**config.mk**
```make
export PLATFORM = sky130hd
export DESIGN_NAME = trail_logic
export DESIGN_NICKNAME = d
export VERILOG_FILES = /design/src/rtl/trail_logic.sv
export SDC_FILE = /design/constraint.sdc
export NUM_CORES = 1
export LEC_CHECK = 0
export ABC_AREA = 1
export CELL_PAD_IN_SITES_DETAIL_PLACEMENT = 1
export CELL_PAD_IN_SITES_GLOBAL_PLACEMENT = 2
export CORE_MARGIN = 2
export CORE_UTILIZATION = 35
export CTS_CLUSTER_SIZE = 8
export DETAILED_ROUTE_END_ITERATION = 8
export DONT_BUFFER_PORTS = 1
export MAX_ROUTING_LAYER = met4
export PLACE_DENSITY = 0.68
export RECOVER_POWER = 100
export SYNTH_ARGS = -nofsm -noshare
export SYNTH_HDL_FRONTEND = slang
export SYNTH_SLANG_ARGS = --single-unit
```
**constraint.sdc**
```tcl
create_clock -name i_clk -period 13.5 [get_ports i_clk]
set_input_delay 3.375 -clock i_clk [delete_from_list [all_inputs] [get_ports i_clk]]
set_output_delay 3.375 -clock i_clk [all_outputs]
set_load 0.005 [all_outputs]
```
**src/rtl/trail_logic.sv**
```systemverilog
// Motion-trail overlay: ring buffer of the last P_DEPTH committed (x, y) points,
// each drawn as a (P_SCALE+1)-pixel square, with the age of the newest covering point.
module trail_logic #(
   parameter int P_DATA_W = 11,
   parameter int P_SCALE  = 2,
   parameter int P_DEPTH  = 8,
   parameter int P_IDX_W  = 3
) (
   input  logic                i_clk,
   input  logic                i_rst,
   input  logic [P_DATA_W-1:0] i_hcount,
   input  logic [P_DATA_W-1:0] i_vcount,
   input  logic [P_DATA_W-1:0] i_x_val,
   input  logic [P_DATA_W-1:0] i_y_val,
   input  logic                i_vals_valid,
   input  logic                i_frame_start,
   input  logic                i_clear,
   output logic                o_pixel_on,
   output logic [P_IDX_W-1:0]  o_pixel_age,
   output logic [P_IDX_W:0]    o_count
);

   logic [P_DATA_W-1:0] stg_x;
   logic [P_DATA_W-1:0] stg_y;
   logic                pend;
   logic [P_DATA_W-1:0] ent_x [P_DEPTH];
   logic [P_DATA_W-1:0] ent_y [P_DEPTH];
   logic [P_IDX_W-1:0]  wr_ptr;
   logic [P_IDX_W:0]    count;
   logic                commit;
   logic [P_DATA_W-1:0] cmt_x;
   logic [P_DATA_W-1:0] cmt_y;
   logic [P_IDX_W-1:0]  slot_age;
   logic                hit_p0;
   logic [P_IDX_W-1:0]  age_p0;
   logic                pixel_on_p1;
   logic [P_IDX_W-1:0]  age_p1;

   function automatic logic [P_IDX_W:0] sat_inc(input logic [P_IDX_W:0] c);
      if (c >= (P_IDX_W+1)'(P_DEPTH))
         return (P_IDX_W+1)'(P_DEPTH);
      else
         return c + (P_IDX_W+1)'(1);
   endfunction

   // Extra top bit keeps a square near the maximum coordinate clipped instead of wrapped.
   function automatic logic in_span(input logic [P_DATA_W-1:0] pos,
                                    input logic [P_DATA_W-1:0] base);
      logic [P_DATA_W:0] hi;
      hi = {1'b0, base} + (P_DATA_W+1)'(P_SCALE);
      return ({1'b0, pos} >= {1'b0, base}) && ({1'b0, pos} <= hi);
   endfunction

   // A strobe coinciding with frame start bypasses staging.
   assign commit = i_frame_start && (pend || i_vals_valid);
   assign cmt_x  = i_vals_valid ? i_x_val : stg_x;
   assign cmt_y  = i_vals_valid ? i_y_val : stg_y;

   always_ff @(posedge i_clk or posedge i_rst) begin
      if (i_rst) begin
         wr_ptr <= '0;
         count  <= '0;
         pend   <= 1'b0;
      end else if (i_clear) begin
         wr_ptr <= '0;
         count  <= '0;
         pend   <= 1'b0;
      end else begin
         if (commit) begin
            wr_ptr <= wr_ptr + P_IDX_W'(1);
            count  <= sat_inc(count);
         end
         if (i_frame_start)
            pend <= 1'b0;
         else if (i_vals_valid)
            pend <= 1'b1;
      end
   end

   // Payload storage; validity is carried entirely by count and pend.
   always_ff @(posedge i_clk) begin
      if (i_vals_valid) begin
         stg_x <= i_x_val;
         stg_y <= i_y_val;
      end
      if (commit) begin
         ent_x[wr_ptr] <= cmt_x;
         ent_y[wr_ptr] <= cmt_y;
      end
   end

   // ---- stage p0: parallel compares and min-age reduction ----
   always_comb begin
      hit_p0   = 1'b0;
      age_p0   = '0;
      slot_age = '0;
      for (int k = 0; k < P_DEPTH; k++) begin
         slot_age = wr_ptr - P_IDX_W'(1) - P_IDX_W'(k);
         if (({1'b0, slot_age} < count) &&
             in_span(i_hcount, ent_x[k]) && in_span(i_vcount, ent_y[k]) &&
             (!hit_p0 || (slot_age < age_p0))) begin
            hit_p0 = 1'b1;
            age_p0 = slot_age;
         end
      end
   end

   // ---- stage p1: registered overlay outputs ----
   always_ff @(posedge i_clk or posedge i_rst) begin
      if (i_rst) begin
         pixel_on_p1 <= 1'b0;
         age_p1      <= '0;
      end else begin
         pixel_on_p1 <= hit_p0;
         age_p1      <= age_p0;
      end
   end

   assign o_pixel_on  = pixel_on_p1;
   assign o_pixel_age = age_p1;
   assign o_count     = count;

endmodule
```
==> results.json <==
{
  "cts_root_buf": "clkbuf_16",
  "ir_worst_vdd_mv": 0.1050,
  "crit_path_max_incr_delay_ns": 0.36,
  "postCtsSetupBuffers": 0,
  "clkSinkCount": 210,
  "dp.cells": 2706,
  "die_area_sq_um": 53500,
  "areaGrowthSynthToFinish_pct": 9.923,
  "dieHeight_microns": 231.3,
  "synth.avg_cell_area_sq_um": 8.929,
  "cap_violations": 5,
  "initial_core_util_pct": 35.32,
  "fin_hold_ws_ns": 0.5487,
  "setup_ws_ns": 2.318,
  "ant_nets": 0,
  "overflow": 0,
  "drt_wl_total_microns": 56900,
  "crit_start": "i_vcount[0]",
  "drive_above_1_share_pct": 3.697,
  "finalInstanceArea_sq_um": 19880,
  "route.detailed.drc": 0,
  "cp-start-kind": "input port",
  "status": "complete, but fails checks",
  "r2r_cells": 62,
  "cts_made_buffers": 31,
  "routedWlPerCell_microns": 20.59,
  "cts_buffer_depth": 3,
  "grt_max_degree": 25,
  "synth-edff-count": 176,
  "period_minus_slack_ns": 11.18,
  "dp_hpwl_microns": 42290,
  "netlist_instances": 2025,
  "synth.distinct_cells": 55,
  "post-place-ws_ns": 1.887,
  "synth_ff_type": "edfxtp_1",
  "avgViaCountPerCell": 5.206,
  "htree_num_levels": 1,
  "holdBufCountCts": 0,
  "hold_viol": 0,
  "skew_ns": 0.01965,
  "finish.utilization_pct": 38.82,
  "violations": "max-capacitance violations, max-slew violations",
  "port_buffers": 0,
  "swShare_pct": 28.15,
  "grt_pass1_vias": 15470,
  "synth_nets": 2456,
  "path_clk_slew_ns": 0.05,
  "p_int_mw": 1.295,
  "r2r_slack_ns": 3.40,
  "setup_violations": 0,
  "final_max_slew_viol_count": 115,
  "drtIter0Drc": 531,
  "insertion_delay_ns": 0.60,
  "criticalPathCategory": "input port to flop",
  "leakagePower_nw": 9.187,
  "drtPass1Iterations": 6,
  "grt_use_total_pct": 22.16,
  "fp.coreArea_sq_um": 51200,
  "endpoint_kind": "flop",
  "final_nets": 2490,
  "cp-endpoint": "o_pixel_age[1]",
  "fmax_mhz": 89.43,
  "fin_crit_sh_pct": 82.83,
  "worstReg2RegStart": "wr_ptr[0]",
  "antenna_found_initial": 0,
  "cpMaxStageDelayCell": "inv_1",
  "ioPinCount": 57,
  "power_mw": 1.802,
  "worst-slew-pin-transition_ns": 2.389,
  "grt_setup_unrepaired": "no",
  "r2r_end": "o_pixel_age[1]",
  "yosysSeqAreaShare_pct": 33.33,
  "async_reset_ff_share_pct": 5.714,
  "ys_seq_elements": 210,
  "worstHoldPathType": "flop to flop",
  "required_ns": 13.97,
  "critical_path.max_fanout": 8,
  "netlist_area_sq_um": 18080,
  "pwr-share-seq_pct": 41.2,
  "route.vias.total": 14380,
  "fillCellCount": 5915,
  "cts_tree": "yes",
  "p_comb_share_pct": 16.5,
  "final_cells": 2763,
  "p_switching_uw": 507.3,
  "yosys_warnings": 0,
  "slew-limit-headroom_pct": -59.84,
  "crit_arrival_ns": 11.65,
  "tns_ns": 0,
  "crit_path_frequent_cell": "nand2_1",
  "p_per_area_nw_per_um2": 90.66,
  "place.gp.congestion": 0.8054,
  "num_rows": 83,
  "die_x_microns": 231.3,
  "cts_resized": 0,
  "placed_area_sq_um": 18980,
  "p_clk_share_pct": 42.3,
  "insertedDiodeCount": 0,
  "grt_pass1_wl_microns": 88480
}
-- power groups by stage --
stage | clock network [mW] | registers, mW | logic (mW)
floorplan | 0 | 0.750 | 0.207
global placement | 0 | 0.755 | 0.295
detailed placement | 0 | 0.755 | 0.305
CTS | 0.786 | 0.743 | 0.308
global route | 0.802 | 0.744 | 0.345
finish | 0.762 | 0.743 | 0.297
-- how the worst min path moves through the flow --
| stage | slack [ns] | startpoint | cells past startpoint | to |
|---|---|---|---|---|
| 2_1_floorplan | 0.49 | o_count[2] | 1 | o_count[2] |
| 3_3_place_gp | 0.52 | pend | 2 | pend |
| 3_5_place_dp | 0.54 | pend | 2 | pend |
| 4_1_cts | 0.55 | pend | 2 | pend |
| 5_1_grt | 0.58 | o_count[2] | 1 | o_count[2] |
| 6_report | 0.55 | pend | 2 | pend |
-- per-layer routing --
| layer | routed length [microns] | part of all wire [%] | track usage [%] |
|---|---|---|---|
| met5 | 0 | 0 | - |
| met4 | 1462 | 2.6 | 5.786 |
| met3 | 1550 | 2.7 | 2.092 |
| met2 | 28140 | 49 | 39.36 |
| met1 | 25750 | 45 | 26.82 |
-- state kept, by name, summed over array words and instances (netlist names) --
register,flops
stg_y,11
o_count,4
o_pixel_age,3
stg_x,11
pend,1
ent_x,88
wr_ptr,3
ent_y,88
o_pixel_on,1
-- cells in the mapped netlist (all sizes together) (6+ instances only) --
library cell / n / area [sq um]
a221oi: 15 / 131.4
nand3: 105 / 540.5
inv: 281 / 1055
a21oi: 141 / 705.7
o221ai: 9 / 78.83
mux2: 22 / 247.7
xnor2: 17 / 148.9
nand2: 357 / 1385
nand4: 41 / 256.5
xor2: 96 / 840.8
o21ai: 58 / 290.3
o21bai: 9 / 71.32
dfrtp: 12 / 300.3
nor2: 138 / 535.5
dfxtp: 22 / 440.4
nor3: 30 / 160.2
ha: 382 / 4780
o21a: 15 / 112.6
edfxtp: 176 / 5285
a21o: 8 / 60.06
o211ai: 8 / 60.06
or2: 6 / 37.54
nor4: 22 / 143.9
-- cells in the final DEF, fill, tap and decap left out, types with 3 or more instances in the layout --
| cell | instances |
|---|---|
| ha_1 | 382 |
| o31ai_1 | 4 |
| a221o_1 | 3 |
| o22ai_1 | 4 |
| dfxtp_1 | 22 |
| nand2_1 | 344 |
| inv_1 | 278 |
| edfxtp_1 | 176 |
| nand4_1 | 41 |
| a211oi_1 | 4 |
| o21ai_0 | 58 |
| nor2_1 | 130 |
| nand2_2 | 12 |
| a21o_1 | 8 |
| nor4_1 | 20 |
| dfrtp_1 | 12 |
| clkbuf_16 | 31 |
| a21boi_0 | 5 |
| a21oi_1 | 141 |
| a221oi_1 | 15 |
| o41ai_1 | 3 |
| xnor2_1 | 17 |
| o211ai_1 | 8 |
| o221ai_1 | 9 |
| clkbuf_1 | 28 |
| nand3_1 | 102 |
| a22oi_1 | 3 |
| nor3_1 | 28 |
| a31oi_1 | 4 |
| mux2_1 | 22 |
| o21a_1 | 15 |
| nor2_2 | 6 |
| or2_2 | 6 |
| xor2_1 | 96 |
| inv_2 | 3 |
| nand3b_1 | 4 |
| nand3_2 | 3 |
| o21bai_1 | 8 |
-- cell type report --
class,count,area (sq um),area share (%)
Tap cell,680,850.8,4.281
Timing Repair Buffer,8,33.78,0.1700
Clock inverter,3,55.05,0.2770
Clock buffer,54,882.1,4.438
Sequential cell,210,6026,30.32
Multi-Input combinational cell,1527,10970,55.21
Inverter,281,1055,5.307
-- cell families after synthesis --
family / after synthesis / share of synthesized area, %
AOI/OAI and AO/OA: 302 / 10.07
and+or+nand+nor: 708 / 17.28
xor gates and xnor gates: 113 / 5.474
buffers and inverters: 288 / 6.048
DFF: 210 / 33.33
adders and majority gates: 382 / 26.43
muxes: 22 / 1.370
-- critical path: cells and delay by family --
kind	cells	cell delay, ns
compound gates	12	2.46
fa+ha+maj	8	2.34
buf+inv	7	0.68
simple gates	35	2.79
Power figures use the tool's default switching activity.
